`src/rtl/sha1_pkg.sv`:
```
// SHA-1 shared definitions: initial chaining value, round constants,
// engine state encoding, rotate helper and the per-round f/K selection.
package sha1_pkg;

  localparam int unsigned NUM_ROUNDS = 80;

  localparam logic [31:0] SHA1_IV [0:4] = '{
    32'h67452301, 32'hEFCDAB89, 32'h98BADCFE, 32'h10325476, 32'hC3D2E1F0
  };

  localparam logic [31:0] SHA1_K [0:3] = '{
    32'h5A827999, 32'h6ED9EBA1, 32'h8F1BBCDC, 32'hCA62C1D6
  };

  typedef enum logic [1:0] {
    IDLE  = 2'd0,
    RUN   = 2'd1,
    FINAL = 2'd2,
    DONE  = 2'd3
  } sha1_state_e;

  function automatic logic [31:0] rotl(input logic [31:0] x, input int unsigned n);
    return (x << n) | (x >> (32 - n));
  endfunction

  // Returns {f_t(b,c,d), K_t} for round t.
  function automatic logic [63:0] round_fk(input logic [6:0] t,
                                           input logic [31:0] b,
                                           input logic [31:0] c,
                                           input logic [31:0] d);
    logic [31:0] f;
    logic [31:0] k;
    if (t < 7'd20) begin
      f = (b & c) | (~b & d);
      k = SHA1_K[0];
    end else if (t < 7'd40) begin
      f = b ^ c ^ d;
      k = SHA1_K[1];
    end else if (t < 7'd60) begin
      f = (b & c) | (b & d) | (c & d);
      k = SHA1_K[2];
    end else begin
      f = b ^ c ^ d;
      k = SHA1_K[3];
    end
    return {f, k};
  endfunction

endpackage

```
`src/rtl/sha1_wsched.sv`:
```
// SHA-1 message schedule: 16-word sliding window.
//   clk, reset_n : clock, async active-low reset
//   load         : capture block (W0 = block[511:480])
//   shift        : advance window by RPC words, appending expanded words
//   block        : 512-bit input block
//   w_out        : W_cnt .. W_cnt+RPC-1, word j at [j*32 +: 32]
module sha1_wsched
  import sha1_pkg::*;
#(
  parameter int unsigned RPC = 1
) (
  input  logic              clk,
  input  logic              reset_n,
  input  logic              load,
  input  logic              shift,
  input  logic [511:0]      block,
  output logic [RPC*32-1:0] w_out
);

  logic [31:0] w_q [0:15];
  logic [31:0] w_d [0:15];
  logic [31:0] ext [0:15+RPC];

  always_comb begin
    for (int unsigned i = 0; i < 16; i++) ext[i] = w_q[i];
    // Ascending order lets words produced earlier in this clock feed later
    // ones (needed once RPC exceeds 3).
    for (int unsigned j = 0; j < RPC; j++) begin
      ext[16+j] = rotl(ext[13+j] ^ ext[8+j] ^ ext[2+j] ^ ext[j], 1);
    end

    w_out = '0;
    for (int unsigned j = 0; j < RPC; j++) w_out[j*32 +: 32] = ext[j];

    for (int unsigned i = 0; i < 16; i++) w_d[i] = w_q[i];
    if (load) begin
      for (int unsigned i = 0; i < 16; i++) w_d[i] = block[511-32*i -: 32];
    end else if (shift) begin
      for (int unsigned i = 0; i < 16; i++) w_d[i] = ext[i+RPC];
    end
  end

  always_ff @(posedge clk or negedge reset_n) begin
    if (!reset_n) begin
      for (int unsigned i = 0; i < 16; i++) w_q[i] <= '0;
    end else begin
      for (int unsigned i = 0; i < 16; i++) w_q[i] <= w_d[i];
    end
  end

endmodule

```
`src/rtl/sha1_compress_core.sv`:
```
// Sequential SHA-1 compression engine, RPC rounds per clock.
//   in_valid/in_ready/in_block/in_first/in_last : block input handshake
//   out_valid/out_ready/out_digest              : digest output handshake
//   busy                                        : engine not idle
// Chaining value H persists across blocks; in_first reloads the IV.
module sha1_compress_core
  import sha1_pkg::*;
#(
  parameter int unsigned RPC = 1
) (
  input  logic         clk,
  input  logic         reset_n,
  input  logic         in_valid,
  output logic         in_ready,
  input  logic [511:0] in_block,
  input  logic         in_first,
  input  logic         in_last,
  output logic         out_valid,
  input  logic         out_ready,
  output logic [159:0] out_digest,
  output logic         busy
);

  if (!(RPC == 1 || RPC == 2 || RPC == 4 || RPC == 5)) begin : g_rpc_check
    $error("sha1_compress_core: RPC must be 1, 2, 4 or 5");
  end

  localparam logic [6:0] LAST_CNT = 7'(NUM_ROUNDS - RPC);

  sha1_state_e state_q, state_d;
  logic [6:0]   cnt_q, cnt_d;
  logic [31:0]  a_q, b_q, c_q, d_q, e_q;
  logic [31:0]  a_d, b_d, c_d, d_d, e_d;
  logic [31:0]  h_q [0:4];
  logic [31:0]  h_d [0:4];
  logic         last_q, last_d;
  logic [159:0] digest_q, digest_d;
  logic         sched_load, sched_shift;
  logic [RPC*32-1:0] w_win;

  sha1_wsched #(.RPC(RPC)) u_wsched (
    .clk    (clk),
    .reset_n(reset_n),
    .load   (sched_load),
    .shift  (sched_shift),
    .block  (in_block),
    .w_out  (w_win)
  );

  // Chain of RPC combinational rounds; stage g processes round cnt_q+g.
  for (genvar g = 0; g < RPC; g++) begin : g_round
    logic [31:0] a_i, b_i, c_i, d_i, e_i;
    logic [31:0] a_o, b_o, c_o, d_o, e_o;
    logic [6:0]  t;
    logic [63:0] fk;

    if (g == 0) begin : g_src
      assign a_i = a_q;
      assign b_i = b_q;
      assign c_i = c_q;
      assign d_i = d_q;
      assign e_i = e_q;
    end else begin : g_chain
      assign a_i = g_round[g-1].a_o;
      assign b_i = g_round[g-1].b_o;
      assign c_i = g_round[g-1].c_o;
      assign d_i = g_round[g-1].d_o;
      assign e_i = g_round[g-1].e_o;
    end

    assign t   = cnt_q + 7'(g);
    assign fk  = round_fk(t, b_i, c_i, d_i);
    assign a_o = rotl(a_i, 5) + fk[63:32] + e_i + fk[31:0] + w_win[g*32 +: 32];
    assign b_o = a_i;
    assign c_o = rotl(b_i, 30);
    assign d_o = c_i;
    assign e_o = d_i;
  end

  always_comb begin
    state_d     = state_q;
    cnt_d       = cnt_q;
    a_d         = a_q;
    b_d         = b_q;
    c_d         = c_q;
    d_d         = d_q;
    e_d         = e_q;
    for (int unsigned i = 0; i < 5; i++) h_d[i] = h_q[i];
    last_d      = last_q;
    digest_d    = digest_q;
    sched_load  = 1'b0;
    sched_shift = 1'b0;

    case (state_q)
      IDLE: begin
        if (in_valid) begin
          state_d    = RUN;
          cnt_d      = '0;
          last_d     = in_last;
          sched_load = 1'b1;
          if (in_first) begin
            a_d = SHA1_IV[0];
            b_d = SHA1_IV[1];
            c_d = SHA1_IV[2];
            d_d = SHA1_IV[3];
            e_d = SHA1_IV[4];
            for (int unsigned i = 0; i < 5; i++) h_d[i] = SHA1_IV[i];
          end else begin
            a_d = h_q[0];
            b_d = h_q[1];
            c_d = h_q[2];
            d_d = h_q[3];
            e_d = h_q[4];
          end
        end
      end
      RUN: begin
        sched_shift = 1'b1;
        a_d = g_round[RPC-1].a_o;
        b_d = g_round[RPC-1].b_o;
        c_d = g_round[RPC-1].c_o;
        d_d = g_round[RPC-1].d_o;
        e_d = g_round[RPC-1].e_o;
        // Counter cleared on the last step so it never leaves the 0..80-RPC range.
        if (cnt_q == LAST_CNT) begin
          cnt_d   = '0;
          state_d = FINAL;
        end else begin
          cnt_d = cnt_q + 7'(RPC);
        end
      end
      FINAL: begin
        h_d[0] = h_q[0] + a_q;
        h_d[1] = h_q[1] + b_q;
        h_d[2] = h_q[2] + c_q;
        h_d[3] = h_q[3] + d_q;
        h_d[4] = h_q[4] + e_q;
        if (last_q) begin
          digest_d = {h_d[0], h_d[1], h_d[2], h_d[3], h_d[4]};
          state_d  = DONE;
        end else begin
          state_d = IDLE;
        end
      end
      DONE: begin
        if (out_ready) state_d = IDLE;
      end
      default: state_d = IDLE;
    endcase
  end

  always_ff @(posedge clk or negedge reset_n) begin
    if (!reset_n) begin
      state_q  <= IDLE;
      cnt_q    <= '0;
      a_q      <= '0;
      b_q      <= '0;
      c_q      <= '0;
      d_q      <= '0;
      e_q      <= '0;
      for (int unsigned i = 0; i < 5; i++) h_q[i] <= SHA1_IV[i];
      last_q   <= 1'b0;
      digest_q <= '0;
    end else begin
      state_q  <= state_d;
      cnt_q    <= cnt_d;
      a_q      <= a_d;
      b_q      <= b_d;
      c_q      <= c_d;
      d_q      <= d_d;
      e_q      <= e_d;
      for (int unsigned i = 0; i < 5; i++) h_q[i] <= h_d[i];
      last_q   <= last_d;
      digest_q <= digest_d;
    end
  end

  assign in_ready   = (state_q == IDLE);
  assign out_valid  = (state_q == DONE);
  assign busy       = (state_q != IDLE);
  assign out_digest = digest_q;

endmodule
```
`config.mk`:
```
export PLATFORM = sky130hd
export DESIGN_NAME = sha1_compress_core
export DESIGN_NICKNAME = d
export VERILOG_FILES = /design/src/rtl/sha1_pkg.sv /design/src/rtl/sha1_wsched.sv /design/src/rtl/sha1_compress_core.sv
export SDC_FILE = /design/constraint.sdc
export NUM_CORES = 2
export LEC_CHECK = 0
export CAP_MARGIN = 0
export CELL_PAD_IN_SITES_DETAIL_PLACEMENT = 0
export CELL_PAD_IN_SITES_GLOBAL_PLACEMENT = 1
export CORE_ASPECT_RATIO = 1.5
export CORE_MARGIN = 2
export CORE_UTILIZATION = 47
export CTS_CLUSTER_SIZE = 8
export DETAILED_ROUTE_END_ITERATION = 8
export PLACE_DENSITY = 0.85
export SETUP_SLACK_MARGIN = 0.05
export SLEW_MARGIN = 20
export SYNTH_ARGS = -nofsm -noshare
export SYNTH_HDL_FRONTEND = slang
export SYNTH_SLANG_ARGS = --single-unit
```
`constraint.sdc`:
```
create_clock -name clk -period 12.5 [get_ports clk]
set_clock_uncertainty 0.05 [all_clocks]
set_input_delay 3.75 -clock clk [delete_from_list [all_inputs] [get_ports clk]]
set_output_delay 3.75 -clock clk [all_outputs]
set_load 0.1 [all_outputs]
```
---- Word level (Yosys, flattened, before mapping) ----
Cells that the tools add are included.
word-level totals
  register bits ........................... 1002
  output and inout port bits .............. 163
  word-level logic and storage cells ...... 114
cells by class
  add/sub/neg operators ................... 10
  order comparisons ....................... 3
  equality and inequality tests ........... 8
  muxes and demuxes ....................... 37
  bitwise operators ....................... 16
  reduce and logical (&&, ||, !) cells .... 10
operator list
  cell                   count
  $mux W512              2
  $mux W32               15
  $mux W160              2
  $pmux W160 S2          1
  $pmux W32 S2           5
  $add A32 B32 Y32       9
  $xor A32 B32 Y32       5
  $and A32 B32 Y32       4
  $or A32 B32 Y32        3
  $not A32 Y32           1
  $or A32 B1 Y32         1
  $or A32 B30 Y32        1
  $or A32 B5 Y32         1
  $mux W31               1
  $lt A7 B6 Y1 const B   2
  $mux W7                2
  $pmux W7 S2            1
  $mux W2                4
  $pmux W2 S4            1
  $reduce_bool A2 Y1     4
  $add A7 B1 Y7 const B  1
  $eq A7 B7 Y1 const B   1
  $lt A7 B5 Y1 const B   1
  $reduce_and A2 Y1      3
  other kinds (7)        13

---- Longest topological paths before layout ----
  depth in word-level cells ............... 11
  mapped depth ............................ 27
  depth with buffers taken out ............ 25

---- By module ----
A second synthesis with hierarchy kept.
unflattened totals
  cell total of the unflattened synthesis .. 5788
  area total of the unflattened synthesis .. 56641.8 um^2
by module, submodules not included
  module              times used  cells each  area each (um^2)  sequential area each (um^2)
  sha1_compress_core  1           3437        31609.1           12361.9
  sha1_wsched         1           2351        25032.8           12812.3

---- Worst setup path before layout ----
No wires, ideal clock.
  path kind ............................... flip-flop to output port
  start ................................... register state_q[0]
  end ..................................... output busy
  arrival ................................. 2.798 ns
  required time ........................... 8.700 ns
  setup slack ............................. 5.902 ns
  cell stages (with the launch flop) ...... 4
  buffers on the path ..................... 1
  cells stage by stage .................... dfrtp_1 clkbuf_1 nor2_1 inv_1
on the way
  word-level cells in the longest chain between the ends .. 1
RTL lines
  item                    line                       source
  start, declared         sha1_compress_core.sv:30   sha1_state_e state_q, state_d;
  start signal, assigned  sha1_compress_core.sv:165  state_q <= state_d;
  $reduce_bool A2 Y1      sha1_compress_core.sv:180  assign busy = (state_q != IDLE);
  end, declared           sha1_compress_core.sv:21   output logic busy
No other way between the ends.

---- Worst setup path in the final report ----
  start ................................... register cnt_q[4]
  end ..................................... register a_q[31]
on the way
  word-level cells in the longest chain between the ends .. 9
  elaborated cells on any way between the ends .. 14
  those cells by class .................... 4 x add/sub; 3 x order compare; 7 x mux
RTL lines
  item                                line                       source
  start, declared                     sha1_compress_core.sv:31   logic [6:0] cnt_q, cnt_d;
  start signal, assigned              sha1_compress_core.sv:166  cnt_q <= cnt_d;
  $lt A7 B6 Y1                        sha1_pkg.sv:39             end else if (t < 7'd60) begin
  $mux W32                            sha1_pkg.sv:39
  $mux W32                            sha1_pkg.sv:36             end else if (t < 7'd40) begin
  $mux W32                            sha1_pkg.sv:33             if (t < 7'd20) begin
  $add A32 B32 Y32 (2 in series)      sha1_compress_core.sv:73   assign a_o = rotl(a_i, 5) + fk[63:32] + e_i + fk[31:0] + w_win[g*32 +: 32];
  $add A32 B32 Y32 (*) (2 in series)  sha1_compress_core.sv:73
  $pmux W32 S2 (*)                    sha1_compress_core.sv:94   case (state_q)
  end signal, assigned                sha1_compress_core.sv:156  a_q <= '0;
  end signal, assigned                sha1_compress_core.sv:167  a_q <= a_d;
  end, declared                       sha1_compress_core.sv:32   logic [31:0] a_q, b_q, c_q, d_q, e_q;
Every way passes the cells marked *; elsewhere a longest branch is shown, timed or not.
A chain may end at the register's enable or synchronous reset.

==> impl_metrics.csv <==
group,metric,value,unit
run_status,status,"finished clean",
critical_path,startpoint_type,"register",
floorplanning,boundaryPins,681,
global_route,grt_pass1_wl,325000,um
global_route,grt_pass1_vias,48800,
critical_path,worstReg2RegEnd,"a_q[31]$_DFFE_PN0P_",
detailed_routing,drtPass1Iterations,9,
global_route,antenna_found_initial,48,
detailed_routing,drt_iter0_markers,4683,
critical_path,r2r_start,"cnt_q[4]$_DFFE_PN0P_",
critical_path,setup.worst_path.end_class,"register",
cts,cts_setup_buffers,0,
synth,synth_top_cell_by_area,"dfrtp_1",
min_path,worstHoldPathType,"reg2reg",
place,hpwl,167000,um
cts,cts.path.max_buffers,3,
timing,hold_violations,0,
timing,setup-tns-final,0,ns
floorplanning,die_h,423,um
synth,synthCells,6073,
timing,clock.fmax,138,MHz
timing,period_share,0.580,
global_route,grt_overflow,0,
timing,setup_viol,0,
synth,synth_nets,6911,
synth,yosysTopAreaCellShare,0.420,
critical_path,path_class,"reg2reg",
min_path,worstHoldStart,"out_digest[36]$_DFFE_PN0P_",
synth,synth-edff-count,0,
floorplanning,initial_utilization,0.473,
layout,multi_input_area,27600,um2
floorplanning,die_area,120000,um2
detailed_routing,vias,48700,
cts,worstSkewPairLatency,0.79,ns
critical_path,crit_path_max_fanout,23,
global_route,grtUsageTotal,0.369,
global_route,grt_max_degree,220,
min_path,min_to,"out_digest[36]$_DFFE_PN0P_",
cts,numCtsBuffers,143,
floorplanning,core,116000,um2
synth,synthFlopType,"dfrtp_1",
layout,area_growth,22.0,%
cts,clk_pin_slew,0.06,ns
cts,root_buffer,"clkbuf_16",
place,place_congestion,1.04,
layout,register_area,25200,um2
critical_path,worstPathArrival,7.84,ns
synth,synth-seq-cells,1002,
job,timing.max_cap.violations,0,
critical_path,r2r_cells,23,
cts,cts_tree,"yes",
critical_path,crit_required,13.09,ns
detailed_routing,via_per_inst,5.91,
cts,cts_resized,0,
cts,holdBufCountCts,0,
synth,ys_warn_count,0,
detailed_routing,drc,0,
detailed_routing,drt-total-wl,223000,um
layout,final_nets,7412,
critical_path,r2r_setup_slack,5.25,ns
cts,htree_levels,4,
detailed_routing,wire_per_inst,27.1,um
synth,netlist_area,54900,um2
critical_path,worstPathCellList,"o21ai_0 > nand2_1 > inv_1 > nor2_1 > buf_4 > a221o_1 > fa_1 > fa_1 > inv_1 > fa_1 > inv_1 > ha_1 > nor2b_1 > o21ai_1 > a21oi_1 > o211ai_1 > nand2_1 > a2111o_1 > a21boi_1 > o21ai_0 > o41ai_1 > xnor2_1 > mux2i_1",
timing,period_minus_slack,7.25,ns
critical_path,cpMaxStageDelayCell,"nand2_1",
synth,synthDistinctLibCells,82,
timing,slew_viol_final,0,
place,port_buffers,680,
floorplanning,row_count,153,
synth,synthArstFlopShare,1.00,
critical_path,slowest_delay,0.71,ns
synth,synth_area_leaders,"dfrtp_1, nand2_1, a22oi_1",
timing,rsz0062_at_grt,"false",
timing,tightest_slew,1.14,ns
floorplanning,die_w,283,um
timing,relSlewSlack,0.240,
synth,avgSynthCellArea,9.04,um2
detailed_routing,ant_nets,0,
layout,n_fill_cell,10500,
min_path,holdPathStages,2,
layout,drive_above_1_share,0.0523,
synth,ys_seq_area_frac,0.458,
cts,cts_sinks,1002,
==> kinds of logic after synthesis <==
| group | Yosys count | synth area share |
|---|---|---|
| AOI/OAI and AO/OA | 1660 | 0.195 |
| xor gates and xnor gates | 277 | 0.0445 |
| adders and majority gates | 320 | 0.0892 |
| buffers and inverters | 591 | 0.0404 |
| DFF | 1002 | 0.458 |
| muxes | 47 | 0.00889 |
| and+or+nand+nor | 2176 | 0.164 |
==> flip-flops by register name (all words and copies together) (netlist names) <==
name and count:
u_wsched.ext 480, h_q 160, out_digest 160, a_q 32, b_q 32, c_q 32, d_q 32, e_q 32
u_wsched.w_out 32, cnt_q 7, state_q 2, last_q 1
==> final cells by class <==
class	instances	area share
clock inverters	11	0.00237
repair buffers	726	0.109
clock buffers	218	0.0589
flip-flops and latches	1002	0.376
multi-input cells	4480	0.412
well taps	1550	0.0290
diodes	24	0.000897
inverters	221	0.0124
==> through the flow <==
stage | hold WS (ns) | cell area [um2] | cells | setup WS [ns] | util
after floorplan | 0.396 | 54900 | 6073 | 5.90 | -
after global placement | 0.408 | 62800 | 7979 | 5.47 | 0.541
after CTS | 0.425 | 66900 | 8208 | 5.41 | 0.577
final | 0.422 | 67000 | 8232 | 5.25 | 0.577
after detailed placement | 0.413 | 62800 | 7979 | 5.41 | 0.541
after global routing | 0.438 | 67000 | 8227 | 4.89 | 0.577
==> Yosys cell counts, types with 8 or more instances <==
library cell  number
mux2i_1           33
o21a_1            27
a221o_1           14
o21ai_0          408
xor2_1            91
a21oi_1          337
inv_1            219
o21bai_1          27
nand3_1           32
a221oi_1           8
o21ai_1           15
fa_1             119
dfrtp_1          922
clkbuf_1         355
or3_1             21
o31ai_1           78
nand2_1         1427
nand4_1           11
a21o_1            85
xnor2_1          184
ha_1             201
a211oi_1          34
a22oi_1          364
nor2_1           400
a31oi_1          135
and3_1            18
nor3_1           103
dfstp_2           80
nor2b_1           29
nand2b_1          33
mux2_2            14
a22o_1            11
a211o_1            9
nor3b_1           78
and2_1            11
o211ai_1          25
buf_1             15
==> per-layer routing <==
metal | global-route usage | routed length [um] | up-vias
met4 | 0.349 | 24700 | 42
li1 | - | - | 22000
met5 | 0 | 289 | -
met2 | 0.603 | 107000 | 2216
met3 | 0.0843 | 15800 | 739
met1 | 0.394 | 75800 | 23700
==> worst max-delay path by stage <==
stage	to	start	slack [ns]
2_1_floorplan	busy	state_q[0]$_DFFE_PN0P_	5.90
3_3_place_gp	a_q[31]$_DFFE_PN0P_	cnt_q[4]$_DFFE_PN0P_	5.47
3_5_place_dp	a_q[31]$_DFFE_PN0P_	cnt_q[4]$_DFFE_PN0P_	5.41
4_1_cts	a_q[31]$_DFFE_PN0P_	cnt_q[4]$_DFFE_PN0P_	5.41
5_1_grt	a_q[31]$_DFFE_PN0P_	cnt_q[4]$_DFFE_PN0P_	4.89
6_report	a_q[31]$_DFFE_PN0P_	cnt_q[4]$_DFFE_PN0P_	5.25
==> critical path, delay by kind of cell (launching register included) <==
kind | cells | cell delay [ns]
AO/OA/AOI/OAI | 9 | 2.18
XOR/XNOR | 1 | 0.16
adder cells (fa/ha/maj) | 4 | 1.70
buffers and inverters | 4 | 0.95
flip-flops | 1 | 0.50
multiplexers | 1 | 0.08
AND/OR/NAND/NOR | 4 | 1.49
==> layout by cell type (no fill, tap or decap), drive strengths merged, types with 21 or more instances in the layout <==
master / count
diode: 24
a21oi: 339
nor3b: 78
a22oi: 365
or3: 21
a31oi: 135
nor3: 104
o211ai: 29
clkdlybuf4s50: 678
fa: 119
o21ai: 423
a211oi: 36
nand3: 32
ha: 201
clkbuf: 218
mux2i: 33
nor2b: 29
xnor2: 186
dfrtp: 922
xor2: 91
nand2: 1427
dfstp: 80
a21o: 85
inv: 227
o21a: 27
buf: 48
o21bai: 27
nand2b: 34
o31ai: 78
nor2: 400
Power is not shown: default switching activity piles up to over one toggle a cycle in this logic, so the estimate is an artifact.
